### src/rtl/lsu_mem_master_if.sv
// rtl/lsu_mem_master_if.sv - request/response and memory-port bundle for lsu_mem_master
// master = the load/store unit's view, slave = the core/memory environment's view.
interface lsu_mem_master_if #(
  parameter int ADDR_W = 32
);
  logic              req_valid;
  logic              req_ready;
  logic              req_we;
  logic [2:0]        req_funct3;
  logic [ADDR_W-1:0] req_addr;
  logic [31:0]       req_wdata;
  logic              rsp_valid;
  logic [31:0]       rsp_rdata;
  logic              rsp_err;
  logic [ADDR_W-1:0] mem_addr;
  logic              mem_wen;
  logic [31:0]       mem_wdata;
  logic [3:0]        mem_wstrb;
  logic [31:0]       mem_rdata;

  modport master (
    input  req_valid, req_we, req_funct3, req_addr, req_wdata, mem_rdata,
    output req_ready, rsp_valid, rsp_rdata, rsp_err,
    output mem_addr, mem_wen, mem_wdata, mem_wstrb
  );

  modport slave (
    output req_valid, req_we, req_funct3, req_addr, req_wdata, mem_rdata,
    input  req_ready, rsp_valid, rsp_rdata, rsp_err,
    input  mem_addr, mem_wen, mem_wdata, mem_wstrb
  );
endinterface

### src/rtl/lsu_mem_master.sv
// rtl/lsu_mem_master.sv - miniRV load/store initiator, one request per IDLE->ACCESS->RESP pass
// Optional macro LSU_MISALIGN_TRAP_EN turns misaligned half/word accesses into rsp_err.
module lsu_mem_master #(
  parameter int ADDR_W          = 32,
  parameter bit WORD_ALIGN_ADDR = 1'b1
) (
  input  logic                clk_i,
  input  logic                rst_ni,
  lsu_mem_master_if.master    bus
);

  typedef enum logic [1:0] {IDLE, ACCESS, RESP} state_t;

  state_t            state_q, state_d;
  logic              we_q;
  logic [2:0]        funct3_q;
  logic [1:0]        off_q;
  logic              err_q;
  logic [ADDR_W-1:0] mem_addr_q;
  logic [31:0]       mem_wdata_q;
  logic [3:0]        mem_wstrb_q;
  logic [31:0]       rsp_rdata_q;
  logic              rsp_err_q;

  logic              accept;
  logic              ready_c, rsp_valid_c, mem_wen_c;
  logic              illegal, misalign, req_err;
  logic [1:0]        req_off;
  logic [31:0]       fmt_wdata;
  logic [3:0]        fmt_wstrb;
  logic [7:0]        rd_byte;
  logic [15:0]       rd_half;
  logic [31:0]       ld_data;

  // Request decode: error flag, lane offset and store formatting.
  always_comb begin
    illegal = bus.req_we ? (bus.req_funct3[2] || bus.req_funct3[1:0] == 2'b11)
                         : (bus.req_funct3[1:0] == 2'b11 || bus.req_funct3 == 3'b110);
    misalign = 1'b0;
`ifdef LSU_MISALIGN_TRAP_EN
    case (bus.req_funct3[1:0])
      2'b01:   misalign = bus.req_addr[0];
      2'b10:   misalign = |bus.req_addr[1:0];
      default: misalign = 1'b0;
    endcase
`endif
    req_err = illegal | misalign;
    // Half/word lanes always use the forced-aligned offset.
    case (bus.req_funct3[1:0])
      2'b00:   req_off = bus.req_addr[1:0];
      2'b01:   req_off = {bus.req_addr[1], 1'b0};
      default: req_off = 2'b00;
    endcase
    case (bus.req_funct3[1:0])
      2'b00: begin
        fmt_wdata = {4{bus.req_wdata[7:0]}};
        fmt_wstrb = 4'b0001 << req_off;
      end
      2'b01: begin
        fmt_wdata = {2{bus.req_wdata[15:0]}};
        fmt_wstrb = 4'b0011 << req_off;
      end
      default: begin
        fmt_wdata = bus.req_wdata;
        fmt_wstrb = 4'b1111;
      end
    endcase
    if (!bus.req_we || req_err) fmt_wstrb = 4'b0000;
  end

  always_comb begin
    rd_byte = bus.mem_rdata[{off_q, 3'b000} +: 8];
    rd_half = bus.mem_rdata[{off_q[1], 4'b0000} +: 16];
    case (funct3_q)
      3'b000:  ld_data = {{24{rd_byte[7]}}, rd_byte};
      3'b001:  ld_data = {{16{rd_half[15]}}, rd_half};
      3'b010:  ld_data = bus.mem_rdata;
      3'b100:  ld_data = {24'd0, rd_byte};
      3'b101:  ld_data = {16'd0, rd_half};
      default: ld_data = 32'd0;
    endcase
    if (we_q || err_q) ld_data = 32'd0;
  end

  always_ff @(posedge clk_i or negedge rst_ni) begin
    if (!rst_ni) state_q <= IDLE;
    else         state_q <= state_d;
  end

  always_comb begin
    state_d     = state_q;
    ready_c     = 1'b0;
    rsp_valid_c = 1'b0;
    mem_wen_c   = 1'b0;
    case (state_q)
      IDLE: begin
        ready_c = 1'b1;
        if (bus.req_valid) state_d = ACCESS;
      end
      ACCESS: begin
        mem_wen_c = we_q & ~err_q;
        state_d   = RESP;
      end
      RESP: begin
        rsp_valid_c = 1'b1;
        state_d     = IDLE;
      end
      default: state_d = IDLE;
    endcase
  end

  assign accept = ready_c & bus.req_valid;

  always_ff @(posedge clk_i or negedge rst_ni) begin
    if (!rst_ni) begin
      we_q        <= 1'b0;
      funct3_q    <= 3'd0;
      off_q       <= 2'd0;
      err_q       <= 1'b0;
      mem_addr_q  <= '0;
      mem_wdata_q <= 32'd0;
      mem_wstrb_q <= 4'd0;
      rsp_rdata_q <= 32'd0;
      rsp_err_q   <= 1'b0;
    end else begin
      if (accept) begin
        we_q        <= bus.req_we;
        funct3_q    <= bus.req_funct3;
        off_q       <= req_off;
        err_q       <= req_err;
        mem_addr_q  <= WORD_ALIGN_ADDR ? {bus.req_addr[ADDR_W-1:2], 2'b00} : bus.req_addr;
        mem_wdata_q <= fmt_wdata;
        mem_wstrb_q <= fmt_wstrb;
      end
      if (state_q == ACCESS) begin
        rsp_rdata_q <= ld_data;
        rsp_err_q   <= err_q;
      end
    end
  end

  assign bus.req_ready = ready_c;
  assign bus.rsp_valid = rsp_valid_c;
  assign bus.rsp_rdata = rsp_rdata_q;
  assign bus.rsp_err   = rsp_err_q;
  assign bus.mem_addr  = mem_addr_q;
  assign bus.mem_wen   = mem_wen_c;
  assign bus.mem_wdata = mem_wdata_q;
  assign bus.mem_wstrb = mem_wstrb_q;

endmodule

### src/flat_wrapper.sv
// flat-port wrapper written by rule: the top's interface ports become plain ports
module lsu_mem_master_flat 
#(
  parameter int ADDR_W          = 32,
  parameter bit WORD_ALIGN_ADDR = 1'b1
)
  (clk_i, rst_ni, bus_req_valid, bus_req_we, bus_req_funct3, bus_req_addr, bus_req_wdata, bus_mem_rdata, bus_req_ready, bus_rsp_valid, bus_rsp_rdata, bus_rsp_err, bus_mem_addr, bus_mem_wen, bus_mem_wdata, bus_mem_wstrb);
  lsu_mem_master_if #(.ADDR_W(ADDR_W)) bus_i ();
  input  logic clk_i;
  input  logic rst_ni;
  input wire logic [$bits(bus_i.req_valid)-1:0] bus_req_valid;
  input wire logic [$bits(bus_i.req_we)-1:0] bus_req_we;
  input wire logic [$bits(bus_i.req_funct3)-1:0] bus_req_funct3;
  input wire logic [$bits(bus_i.req_addr)-1:0] bus_req_addr;
  input wire logic [$bits(bus_i.req_wdata)-1:0] bus_req_wdata;
  input wire logic [$bits(bus_i.mem_rdata)-1:0] bus_mem_rdata;
  output wire logic [$bits(bus_i.req_ready)-1:0] bus_req_ready;
  output wire logic [$bits(bus_i.rsp_valid)-1:0] bus_rsp_valid;
  output wire logic [$bits(bus_i.rsp_rdata)-1:0] bus_rsp_rdata;
  output wire logic [$bits(bus_i.rsp_err)-1:0] bus_rsp_err;
  output wire logic [$bits(bus_i.mem_addr)-1:0] bus_mem_addr;
  output wire logic [$bits(bus_i.mem_wen)-1:0] bus_mem_wen;
  output wire logic [$bits(bus_i.mem_wdata)-1:0] bus_mem_wdata;
  output wire logic [$bits(bus_i.mem_wstrb)-1:0] bus_mem_wstrb;
  assign bus_i.req_valid = bus_req_valid;
  assign bus_i.req_we = bus_req_we;
  assign bus_i.req_funct3 = bus_req_funct3;
  assign bus_i.req_addr = bus_req_addr;
  assign bus_i.req_wdata = bus_req_wdata;
  assign bus_i.mem_rdata = bus_mem_rdata;
  assign bus_req_ready = bus_i.req_ready;
  assign bus_rsp_valid = bus_i.rsp_valid;
  assign bus_rsp_rdata = bus_i.rsp_rdata;
  assign bus_rsp_err = bus_i.rsp_err;
  assign bus_mem_addr = bus_i.mem_addr;
  assign bus_mem_wen = bus_i.mem_wen;
  assign bus_mem_wdata = bus_i.mem_wdata;
  assign bus_mem_wstrb = bus_i.mem_wstrb;
  lsu_mem_master #(.ADDR_W(ADDR_W), .WORD_ALIGN_ADDR(WORD_ALIGN_ADDR)) u_core (.clk_i(clk_i), .rst_ni(rst_ni), .bus(bus_i));
endmodule
### config.mk
export PLATFORM = sky130hd
export DESIGN_NAME = lsu_mem_master_flat
export DESIGN_NICKNAME = d
export VERILOG_FILES = /design/src/rtl/lsu_mem_master_if.sv /design/src/rtl/lsu_mem_master.sv /design/src/flat_wrapper.sv
export SDC_FILE = /design/constraint.sdc
export NUM_CORES = 1
export LEC_CHECK = 0
export CAP_MARGIN = 15
export CORE_UTILIZATION = 42
export DETAILED_ROUTE_END_ITERATION = 10
export PLACE_DENSITY = 0.88
export SLEW_MARGIN = 40
export SYNTH_ARGS = -nofsm -noshare
export SYNTH_HDL_FRONTEND = slang
export SYNTH_SLANG_ARGS = --single-unit
### constraint.sdc
create_clock -name clk_i -period 2.2 [get_ports clk_i]
set_input_delay 0.33 -clock clk_i [delete_from_list [all_inputs] [get_ports clk_i]]
set_output_delay 0.33 -clock clk_i [all_outputs]
set_load 0.03 [all_outputs]
==> key figures <==
Status
  • Status: finished clean

Synthesis
  • Yosys reg bits: 108
  • Cells after Synth: 481
  • Ranking of synthesized cells by area: dfrtp_1 56%, nand2_1 13%, mux2i_1 5.6%
  • Synth Flop Type: dfrtp_1
  • EDFF count, synth: 0
  • Syn_area_per_cell: 9.947 µm²
  • Synth cell types: 39
  • Async set-reset flop share out of synthesis: 1.000
  • Post-synth top area cell: dfrtp_1
  • Synth Warn #: 0
  • Synth top area share: 0.5649
  • Cell area after synthesis: 0.004785 mm²
  • Sequential fraction of the synthesis area: 0.5649

Timing
  • Tmin final: 1877 ps
  • RSZ-0062 raised after global routing: false
  • Peak Freq: 532.8 MHz
  • Fin. Hold Viols: 0
  • Final setup fails: 0
  • Setup TNS: 0 ps
  • Fin crit share: 0.8531
  • Setup Skew: 8.191 ps
  • Count of final max-slew check failures: 0
  • Post-route worst setup slack: 323.2 ps
  • Hold Slack: 477.7 ps
  • Relative slew slack: 0.6027
  • Tightest Pin Transition: 592.0 ps

Drt
  • Routed via count: 4488
  • Routed length per instance: 17.16 µm
  • Remaining DRCs: 0
  • Final ANT Viol Nets: 0
  • Routed vias/inst: 5.440
  • DRT iter0 DRCs: 321
  • Final wirelength: 14150 µm
  • First-pass DRT Iterations: 9

Finish
  • Layout cells sized above 1: 0.08613
  • Post-layout util: 0.6656
  • Area growth syn-to-layout: 52.80%
  • Antenna Cells: 0
  • Nets: 783

Critical path
  • CP top delay family: simple AND/OR/NAND/NOR gates
  • CP Capture Type: output pin
  • Crit path kind: reg2out
  • CP Launch Type: flop
  • Crit-path slowest cell: dfrtp_1
  • Crit Path Max Fanout: 8
  • Crit path DAT: 1550 ps
  • Critical-path cell list: nand2b_1, buf_4, nor3b_1, buf_4
  • Critical Path Max Stage Delay: 400 ps
  • CP required: 1870 ps
  • Bufs and invs on worst path: 2
  • CP most frequent cell: buf_4

Clock tree
  • Total CTS buffers: 9
  • Clk buf depth: 2
  • CTS tree: yes
  • CTS root buf: clkbuf_16
  • CTS Sinks: 108
  • H-tree lvl count: 3
  • Clock latency on the worst-skew pair: 350 ps
  • Setup Fix Bufs, Post-CTS: 0
  • Worst-path clk slew: 70 ps

GRT
  • Largest net degree at the start of global routing: 61
  • Global route overflow: 0
  • Initial antenna violation count: 0
  • Gr usage total: 0.2442
  • Vias in the first global route: 4495
  • First-pass GRT wire length: 21940 µm

Flow run
  • MaxCap Viol Count: 0

Floorplanning
  • Row count: 38
  • I/O pin cnt: 207
  • Die Wd: 108.7 µm
  • Starting Density: 0.4356
  • Die H: 108.7 µm
  • Die area: 0.01182 mm²
  • Core area: 0.01098 mm²

Pwr
  • Worst vdd ir: 0.7344 mV
  • Leakage: 3.284 nW
  • Pwr dens: 1058 mW/mm²

Min path
  • Worst hold path type: reg2reg

Place
  • Port Buf Inserts: 204
  • HPWL Detailed: 10360 µm
  • Placer congestion estimate: 0.9454
  • Setup WS pre-CTS: 184.0 ps
synthesized netlist by cell type (2+ instances only):
| cell | count |
|---|---|
| o21ai_1 | 4 |
| buf_4 | 3 |
| a222oi_1 | 14 |
| mux2i_1 | 27 |
| or3b_4 | 2 |
| dfrtp_1 | 108 |
| buf_2 | 7 |
| o31ai_1 | 3 |
| a221o_2 | 10 |
| nor2b_1 | 3 |
| clkinv_1 | 2 |
| a221o_1 | 6 |
| nand2b_1 | 2 |
| nand2_1 | 171 |
| nor3b_1 | 2 |
| clkbuf_1 | 19 |
| a21oi_1 | 10 |
| nor2_1 | 13 |
| mux2_2 | 8 |
| inv_1 | 4 |
| o21ai_0 | 45 |
final timing paths:
check / startpoint / endpoint / slack (ps) / depth (start not counted)
min: u_core.bus.mem_wdata[25] / u_core.bus.mem_wdata[25] / 480 / 2
max in group asynchronous: rst_ni / u_core.bus.rsp_rdata[14] / 1000 / 3
max: u_core.state_q[1] / bus_mem_wen / 320 / 4
min reg2reg: u_core.bus.mem_wdata[25] / u_core.bus.mem_wdata[25] / 480 / 2
max reg2reg: u_core.funct3_q[1] / u_core.bus.rsp_rdata[7] / 350 / 4
min in group asynchronous: rst_ni / u_core.bus.mem_wdata[12] / 540 / 2
cells by family after synthesis:
logic type / after synthesis / synth area share
compound gates: 98 / 0.1475
buf+inv: 39 / 0.03896
simple gates: 200 / 0.1726
mux: 35 / 0.07531
other cells: 1 / 0.0007838
flops: 108 / 0.5649
cells in the final DEF (no fill, tap or decap), types with 10 or more instances in the layout:
cell             count
buf_4               15
a222oi_1            14
o21ai_0             45
dfrtp_1            108
nor2_1              13
a21oi_1             10
a221o_2             10
clkdlybuf4s50_1    202
nand2_1            171
mux2i_1             27
timing repair:
action | in CTS | in global routing
endpoints found under the hold margin | 39 | 0
gates resized for setup | 0 | 0
hold buffers | 1 | 0
setup endpoints to repair | 0 | 0
report_power, final:
group          total [mW]  leakage [nW]  internal [mW]  switching (mW)
clock                1.74         0.153           1.03           0.710
combinational        3.19          1.75           1.36            1.82
sequential           2.81          1.38           2.48           0.333
total                7.73          3.28           4.87            2.87
area by class of cell:
type                       count  area (µm²)
clock buffer                  12       246.5
fill                         839        3672
clock inverter                 4       72.57
sequential                   108        2703
multi-input combinational    335        1907
inverter                       6       22.52
tap                          140       175.2
timing repair buffer         220        2185
state kept, by name, summed over array words and instances, names as in the netlist:
name,count
u_core.bus.mem_addr,30
u_core.bus.mem_wdata,32
u_core.bus.mem_wstrb,4
u_core.bus.rsp_err,1
u_core.bus.rsp_rdata,32
u_core.err_q,1
u_core.funct3_q,3
u_core.off_q,2
u_core.state_q,2
u_core.we_q,1
worst reg2reg max path, cell delays in order, from the launching register on:
cell and delay (ps):
dfrtp_1 510, or3b_4 470, o21ai_1 350, a221oi_1 230, o21ai_0 220
metal layers:
layer	vias up	share of wire	global-route usage
li1	2054	-	-
met1	2144	0.38	0.2716
met2	245	0.48	0.4164
met3	45	0.093	0.07173
met4	0	0.045	0.1400
met5	-	0	0
stage by stage:
stage / cells / instance area, µm² / power [mW]
after floorplan: 482 / 4788 / 4.531
after global routing: 825 / 7311 / 8.099
after detailed placement: 808 / 6977 / 6.007
final: 825 / 7311 / 7.735
after global placement: 808 / 6977 / 5.922
after CTS: 825 / 7306 / 7.773
(Power assumes the default switching activity.)
